[config.mk]
export PLATFORM = sky130hd
export DESIGN_NAME = rv_fetch_unit
export DESIGN_NICKNAME = d
export VERILOG_FILES = /design/src/rtl/rv_pkg.sv /design/src/rtl/rv_fetch_fifo.sv /design/src/rtl/rv_fetch_unit.sv
export SDC_FILE = /design/constraint.sdc
export NUM_CORES = 1
export LEC_CHECK = 0
export ABC_AREA = 1
export CORE_MARGIN = 4
export CORE_UTILIZATION = 26
export CTS_CLUSTER_SIZE = 20
export DETAILED_ROUTE_END_ITERATION = 12
export GPL_TIMING_DRIVEN = 0
export PLACE_DENSITY = 0.51
export SLEW_MARGIN = 20
export SYNTH_ARGS = -nofsm -noshare
export SYNTH_HDL_FRONTEND = slang
export SYNTH_SLANG_ARGS = --single-unit
[constraint.sdc]
create_clock -name clk -period 4.8 [get_ports clk]
set_clock_uncertainty 0.1 [all_clocks]
set_input_delay 1.44 -clock clk [delete_from_list [all_inputs] [get_ports clk]]
set_output_delay 1.44 -clock clk [all_outputs]
set_load 0.03 [all_outputs]
[src/rtl/rv_pkg.sv]
// Shared RV32I definitions: datapath width, NOP encoding, major opcodes and
// the fetch-buffer entry layout.
package rv_pkg;

  localparam int XLEN = 32;
  localparam logic [XLEN-1:0] NOP_INSTR = 32'h0000_0013;

  typedef enum logic [6:0] {
    OPC_LOAD   = 7'b0000011,
    OPC_OP_IMM = 7'b0010011,
    OPC_AUIPC  = 7'b0010111,
    OPC_STORE  = 7'b0100011,
    OPC_OP     = 7'b0110011,
    OPC_LUI    = 7'b0110111,
    OPC_BRANCH = 7'b1100011,
    OPC_JALR   = 7'b1100111,
    OPC_JAL    = 7'b1101111
  } opcode_e;

  typedef struct packed {
    logic [XLEN-1:0] pc;
    logic [XLEN-1:0] word;
  } fetch_entry_t;

  function automatic logic [XLEN-1:0] next_word(input logic [XLEN-1:0] addr);
    return addr + XLEN'(4);
  endfunction

endpackage

[src/rtl/rv_fetch_fifo.sv]
// Register-based prefetch FIFO with combinational head; flush beats push/pop.
module rv_fetch_fifo
  import rv_pkg::*;
#(
  parameter int DEPTH = 4,
  parameter int WIDTH = 64
) (
  input  logic                       clk,
  input  logic                       rst_n,
  input  logic                       push,
  input  logic [WIDTH-1:0]           din,
  input  logic                       pop,
  input  logic                       flush,
  output logic [$clog2(DEPTH+1)-1:0] count,
  output logic                       empty,
  output logic                       full,
  output logic [WIDTH-1:0]           head
);

  localparam int PW = (DEPTH > 1) ? $clog2(DEPTH) : 1;
  localparam int CW = $clog2(DEPTH+1);

  logic [WIDTH-1:0] mem_reg [DEPTH];
  logic [PW-1:0]    wr_ptr_reg;
  logic [PW-1:0]    rd_ptr_reg;
  logic [CW-1:0]    count_reg;
  logic             do_push;
  logic             do_pop;

  assign empty   = (count_reg == '0);
  assign full    = (count_reg == CW'(DEPTH));
  assign do_pop  = pop && !empty && !flush;
  assign do_push = push && (!full || do_pop) && !flush;

  always_ff @(posedge clk or negedge rst_n) begin
    if (!rst_n) begin
      wr_ptr_reg <= '0;
      rd_ptr_reg <= '0;
      count_reg  <= '0;
    end else if (flush) begin
      wr_ptr_reg <= '0;
      rd_ptr_reg <= '0;
      count_reg  <= '0;
    end else begin
      if (do_push) wr_ptr_reg <= wr_ptr_reg + PW'(1);
      if (do_pop)  rd_ptr_reg <= rd_ptr_reg + PW'(1);
      count_reg <= count_reg + CW'(do_push) - CW'(do_pop);
    end
  end

  // Storage needs no reset; occupancy is tracked by count_reg alone.
  always_ff @(posedge clk) begin
    if (do_push) mem_reg[wr_ptr_reg] <= din;
  end

  assign head  = mem_reg[rd_ptr_reg];
  assign count = count_reg;

endmodule

[src/rtl/rv_fetch_unit.sv]
// RV32I fetch front end: credit-limited sequential requests, in-order response
// buffering, and redirect flush with discard of in-flight stale words.
module rv_fetch_unit
  import rv_pkg::*;
#(
  parameter logic [XLEN-1:0] RESET_PC   = 32'h0000_0000,
  parameter int              FIFO_DEPTH = 4
) (
  input  logic            clk,
  input  logic            rst_n,
  output logic            imem_req_valid,
  input  logic            imem_req_ready,
  output logic [XLEN-1:0] imem_req_addr,
  input  logic            imem_rsp_valid,
  input  logic [XLEN-1:0] imem_rsp_data,
  input  logic            redirect_valid,
  input  logic [XLEN-1:0] redirect_pc,
  output logic            instr_valid,
  input  logic            instr_ready,
  output logic [XLEN-1:0] instruction,
  output logic [XLEN-1:0] instr_pc
);

  localparam int CW = $clog2(FIFO_DEPTH+1);

  logic [XLEN-1:0] pc_reg, pc_next;
  logic [XLEN-1:0] rsp_pc_reg, rsp_pc_next;
  logic [CW-1:0]   outstanding_reg, outstanding_next;
  logic [CW-1:0]   discard_reg, discard_next;
  logic [CW-1:0]   fifo_count;
  logic            fifo_empty;
  logic            fifo_full;
  fetch_entry_t    fifo_head;
  fetch_entry_t    fifo_din;
  logic [CW:0]     credit_used;
  logic            req_fire;
  logic            rsp_accept;
  logic            fifo_push;
  logic            fifo_pop;
  logic            unused_bits;

  // Buffered plus in-flight words may never exceed the FIFO, so a response
  // always finds room without backpressuring memory.
  assign credit_used    = {1'b0, fifo_count} + {1'b0, outstanding_reg};
  assign imem_req_valid = rst_n && !redirect_valid
                          && (credit_used < (CW+1)'(FIFO_DEPTH));
  assign imem_req_addr  = pc_reg;
  assign req_fire       = imem_req_valid && imem_req_ready;

  // A response with nothing outstanding is a protocol error and is ignored.
  assign rsp_accept = imem_rsp_valid && (outstanding_reg != '0);
  assign fifo_push  = rsp_accept && (discard_reg == '0) && !redirect_valid;
  assign fifo_pop   = instr_valid && instr_ready;
  assign fifo_din   = '{pc: rsp_pc_reg, word: imem_rsp_data};

  always_comb begin
    pc_next          = pc_reg;
    rsp_pc_next      = rsp_pc_reg;
    discard_next     = discard_reg;
    outstanding_next = outstanding_reg + CW'(req_fire) - CW'(rsp_accept);
    if (req_fire) pc_next = next_word(pc_reg);
    if (rsp_accept) begin
      if (discard_reg != '0) discard_next = discard_reg - CW'(1);
      else                   rsp_pc_next  = next_word(rsp_pc_reg);
    end
    // Every request still in flight after this cycle's response is stale.
    if (redirect_valid) begin
      pc_next      = {redirect_pc[XLEN-1:2], 2'b00};
      rsp_pc_next  = {redirect_pc[XLEN-1:2], 2'b00};
      discard_next = outstanding_reg - CW'(rsp_accept);
    end
  end

  always_ff @(posedge clk or negedge rst_n) begin
    if (!rst_n) begin
      pc_reg          <= RESET_PC;
      rsp_pc_reg      <= RESET_PC;
      outstanding_reg <= '0;
      discard_reg     <= '0;
    end else begin
      pc_reg          <= pc_next;
      rsp_pc_reg      <= rsp_pc_next;
      outstanding_reg <= outstanding_next;
      discard_reg     <= discard_next;
    end
  end

  rv_fetch_fifo #(
    .DEPTH (FIFO_DEPTH),
    .WIDTH ($bits(fetch_entry_t))
  ) u_fifo (
    .clk   (clk),
    .rst_n (rst_n),
    .push  (fifo_push),
    .din   (fifo_din),
    .pop   (fifo_pop),
    .flush (redirect_valid),
    .count (fifo_count),
    .empty (fifo_empty),
    .full  (fifo_full),
    .head  (fifo_head)
  );

  assign instr_valid = !fifo_empty;
  assign instruction = fifo_empty ? NOP_INSTR : fifo_head.word;
  assign instr_pc    = fifo_empty ? '0 : fifo_head.pc;

  assign unused_bits = ^{redirect_pc[1:0], fifo_full};

endmodule
== Yosys cells after proc, flatten, opt, wreduce, memory -nomap -nowiden ==
Memory sizes are Yosys's and may differ from the RTL's.
Cells that the tools add are included.
Cells by class
  $add $sub $neg: 11
  magnitude comparators: 1
  eq/ne operators: 2
  multiplexer cells: 17
  reduce and logical (&&, ||, !) cells: 26
Operators with widths (number)
  32-bit two-way mux: 7
  32-bit by 3-bit adder with 32-bit output (second input constant): 2
  3-bit two-way mux: 4
  1-bit logical AND: 11
  2-bit nonzero test: 5
  3-bit by 1-bit subtractor with 3-bit output: 3
  2-bit two-way mux: 4
  3-bit by 1-bit adder with 3-bit output: 2
  3-bit logical NOT: 2
  3-bit nonzero test: 2
  2-bit by 1-bit adder with 2-bit output (second input constant): 2
  3-bit by 3-bit adder with 4-bit output: 1
  4-bit by 3-bit < comparator with 1-bit output (second input constant): 1
  2-bit AND reduction: 2
  3-bit equality test (second input constant): 1
  1-bit logical NOT: 3
  3-bit by 1-bit subtractor with 3-bit output (second input constant): 1
  1-bit two-way mux: 2
  2-bit != test (second input constant): 1
  1-bit logical OR: 1
Word-level totals
  register bits after elaboration: 77
  bits in writable memories: 256
  word-level logic and storage cells: 65
  memories: 1
Memories
  u_fifo.mem_reg: words 4, bits a word 64, read ports 1, clocked after memory_dff 0, wr ports 1, RTL line rv_fetch_fifo.sv:23  | logic [WIDTH-1:0] mem_reg [DEPTH];

== Depth between registers and ports, before layout ==
  depth in word-level cells: 11
  depth in mapped cells: 12

== Cells and area by module ==
A second synthesis with hierarchy kept.
Second synthesis, totals
  cell total of the unflattened synthesis: 1476
  area total of the unflattened synthesis: 15055.7 um2
Modules (own cells, without submodules)
  rv_fetch_fifo: instances 1, cells each 679, area each 9968.3 um2, seq. area each 7862.5 um2
  rv_fetch_unit: instances 1, cells each 797, area each 5087.4 um2, seq. area each 1651.6 um2

== Worst setup path before layout ==
No wires, ideal clock.
  path kind: input to register
  from: input port imem_rsp_valid
  to: memory u_fifo.mem_reg[0][0], enable pin
  arrival time: 4623 ps
  required time: 4218 ps
  path slack: -405 ps
  cell stages on the path: 6
  cells stage by stage: nand2_1 > nor2_4 > nand2_4 > nor2_4 > inv_1 > nor2_1
Between the ends
  longest elaborated chain between the ends: 7
RTL lines
  from (decl): RTL line rv_fetch_unit.sv:14  | input logic imem_rsp_valid,
  1-bit logical AND: RTL line rv_fetch_unit.sv:51  | assign rsp_accept = imem_rsp_valid && (outstanding_reg != '0);
  1-bit logical AND (2 in series): RTL line rv_fetch_unit.sv:52  | assign fifo_push = rsp_accept && (discard_reg == '0) && !redirect_valid;
  1-bit logical AND (2 in series): RTL line rv_fetch_fifo.sv:33  | assign do_push = push && (!full || do_pop) && !flush;
  1-bit two-way mux: RTL line rv_fetch_fifo.sv:53  | if (do_push) mem_reg[wr_ptr_reg] <= din;
  1-bit two-way mux (implied by the code): RTL line rv_fetch_fifo.sv:53
  to (decl): RTL line rv_fetch_fifo.sv:23
Every way passes these cells.

== Final worst setup path ==
  from: input port rst_n
  to: output port imem_req_valid
Between the ends
  longest elaborated chain between the ends: 2
RTL lines
  from (decl): RTL line rv_fetch_unit.sv:10  | input logic rst_n,
  1-bit logical AND: RTL line rv_fetch_unit.sv:45  | assign imem_req_valid = rst_n && !redirect_valid
  1-bit logical AND: RTL line rv_fetch_unit.sv:46  | && (credit_used < (CW+1)'(FIFO_DEPTH));
  to (decl): RTL line rv_fetch_unit.sv:11  | output logic imem_req_valid,
Every way passes these cells.

==> impl_metrics.yaml <==
cells_and_area:
  layout_commonest_cell: "nor2_1"
  fillers: 5680
  final_cell_mix: "nor2_1, edfxtp_1, nand2_1, clkdlybuf4s50_1, o21ai_0"
  largest_register_ffs: 248
  syn_to_final_growth_pct: 27.5
  nNetsFinal: 1794
  drive_gt1_share_pct: 8.38
routing:
  ant_nets: 0
  wirelength_microns: 45100
  wl_per_cell_microns: 18.2
  drt_pre_antenna_iters: 6
  first_iter_violations: 807
  vias: 11300
  routed_via_density: 4.55
  drc: 0
worst_setup_path:
  r2r-start: "discard_reg[0]"
  path_buf_inv: 3
  critPathTopFamily: "buffers and inverters"
  cp_slowest_cell: "clkdlybuf4s50_1"
  critPathMaxFanout: 40
  ff2ff_path_depth: 10
  crit_path_start_kind: "primary input"
  cp.depth: 5
  arrival_ns: 3.11
  r2r-end: "u_fifo.mem_reg[1][47]"
  path_cells: "buf_8, buf_12, nand3_1, nor2_4, clkdlybuf4s50_1"
  cp.required_ns: 3.26
  end_kind: "output port"
  critPathKind: "in -> out"
  slowest_delay_ns: 0.70
  rrSetupSlack_ns: 1.95
logic_synthesis:
  synth.distinct_cells: 43
  ys_async_sr_fraction_pct: 22.7
  ys.flop_type: "edfxtp_1"
  synth_edf_count: 248
  syn_avg_cell_area_sq_um: 9.89
  syn_area_sq_um: 14700
  synth_seq_area_share_pct: 63.0
  yosys_warnings: 0
  synth-seq-cells: 321
  synth_cells: 1490
floorplan:
  num_rows: 86
  dieArea_sq_um: 60500
  dieWidth_microns: 246
  start_util_pct: 26.5
  die_h_microns: 246
  core_sq_um: 55600
  io_pins: 168
min_path:
  hp-class: "reg -> reg"
  holdPathEnd: "u_fifo.wr_ptr_reg[1]"
  hp-start: "u_fifo.wr_ptr_reg[1]"
  whs_path_depth: 2
global_route:
  antenna_found_initial: 0
  grt_max_degree: 41
  grt_pass1_wl_microns: 67800
  overflow: 0
  grt_pass1_vias: 11200
  grtUsageTotal_pct: 14.7
clock_network:
  clk_pin_slew_ns: 0.06
  cts_tree: "yes"
  cts_setup_buffers: 0
  cts_root_buffer: "clkbuf_16"
  clock_sinks: 321
  cts_buffers: 38
  clk_latency_ns: 0.55
  h-tree-depth: 2
  cts_buffer_depth: 3
sta:
  slew_headroom_pct: 49.7
  finalHoldViolations: 0
  slew_viol_final: 0
  setup_violations: 0
  finalCritPeriodShare_pct: 96.8
  fmax_ghz: 0.215
  worst_pin_slew_ns: 0.755
  hold_slack_ns: 0.445
  fin_crit_ns: 4.65
  rsz0062_at_grt: "no"
  setup_ws_ns: 0.151
placed_design:
  place.gp.congestion: 0.883
  dp_hpwl_microns: 31300
  pre_cts_slack_ns: -0.158
  io_buffers: 160
job:
  cap_violations: 0
outcome:
  status: "finished clean"
power_and_ir_drop:
  p_per_area_nw_per_um2: 510
  vdd_drop_max_mv: 0.232
  leakagePower_uw: 0.00692
==> power by group <==
group | switching (uW) | leakage [uW] | internal (uW) | total, uW
logic | 2200 | 0.00323 | 1120 | 3320
registers | 273 | 0.00312 | 3260 | 3540
clock network | 1140 | 0.000566 | 1570 | 2720
==> how the worst max path moves through the flow <==
stage                                     from                     to  slack [ns]
final                                    rst_n         imem_req_valid        0.15
after global placement          imem_rsp_valid  u_fifo.mem_reg[1][14]       -3.55
after floorplan                 imem_rsp_valid   u_fifo.mem_reg[0][0]       -0.41
after detailed placement                 rst_n         imem_req_valid       -0.16
after CTS                      u_fifo.count[1]         instruction[0]      0.0007
after global routing      u_fifo.rd_ptr_reg[0]           instr_pc[11]       0.005
==> per-stage QoR <==
stage / area (sq um) / TNS (ns) / util, % / total power (uW) / instances
after global placement: 17300 / -997.53 / 31.1 / 6910 / 2401
after floorplan: 14700 / -100.55 / - / 5440 / 1493
after detailed placement: 17600 / -0.158 / 31.6 / 6960 / 2414
final: 18800 / 0 / 33.8 / 9570 / 2480
after global routing: 18800 / 0 / 33.8 / 10100 / 2479
after CTS: 18800 / 0 / 33.7 / 9710 / 2479
==> synthesized netlist by cell type, types with 3 or more instances <==
cell type | n | area, sq um
nand2_2 | 4 | 25.0
edfxtp_1 | 248 | 7450
nand2_4 | 4 | 45.0
nor3_1 | 10 | 50.1
nand4_1 | 8 | 50.1
nor2_1 | 328 | 1230
o211ai_1 | 10 | 75.1
nand3b_1 | 4 | 30.0
clkbuf_1 | 30 | 113
buf_1 | 6 | 22.5
xor2_1 | 12 | 105
nand2_1 | 230 | 863
inv_2 | 5 | 18.8
o21bai_1 | 3 | 22.5
buf_2 | 21 | 105
nor2_2 | 6 | 37.5
buf_6 | 3 | 33.8
xnor2_1 | 3 | 26.3
a21oi_1 | 93 | 465
o21ai_1 | 12 | 60.1
dfrtp_1 | 73 | 1830
nor2_4 | 13 | 146
nand3_1 | 65 | 325
inv_1 | 99 | 372
buf_4 | 6 | 45.0
ha_1 | 16 | 200
a31oi_1 | 6 | 37.5
o21ai_0 | 153 | 766
==> tightest hold or removal path: cells and delay by family (launching register included) <==
| kind | cells | cell delay [ns] |
|---|---|---|
| flip-flops | 1 | 0.39 |
| AND/OR/NAND/NOR | 2 | 0.12 |
==> repair_timing <==
action,in CTS,in global routing
hold buffers,0,0
gates cloned,0,0
gates resized for setup,5,3
setup endpoints to repair,10,7
==> per-layer routing <==
layer  up-vias  wire, microns  GRT usage, %
met1      5385          19800          19.6
met5         -              0             0
met3        45           2770          2.47
met2       369          21600          24.9
met4         0            886          4.04
li1       5478              -             -
==> logic make-up (layout without fill, tap and decap cells) <==
family                   after synthesis  in the layout  share of synthesized area [%]
AND/OR/NAND/NOR                      679            679                           19.5
AO/OA/AOI/OAI                        285            285                           10.2
adder cells (fa/ha/maj)               18             18                           1.63
buffers and inverters                171            409                           4.85
flip-flops                           321            321                           63.0
XOR/XNOR                              15             15                          0.892
other                                  1              5                         0.0255
==> cell type report <==
| cell class | count | area [sq um] | share of cell area (%) |
|---|---|---|---|
| Clock inverter | 15 | 116 | 0.620 |
| Tap cell | 748 | 936 | 4.98 |
| Inverter | 105 | 395 | 2.11 |
| Timing Repair Buffer | 173 | 1900 | 10.1 |
| Clock buffer | 50 | 1040 | 5.52 |
| Sequential cell | 321 | 9270 | 49.4 |
| Antenna cell | 1 | 2.50 | 0.0133 |
| Multi-Input combinational cell | 1001 | 4790 | 25.5 |
| Buffer | 66 | 324 | 1.73 |
Note: power is estimated with default switching activity, not from simulation.
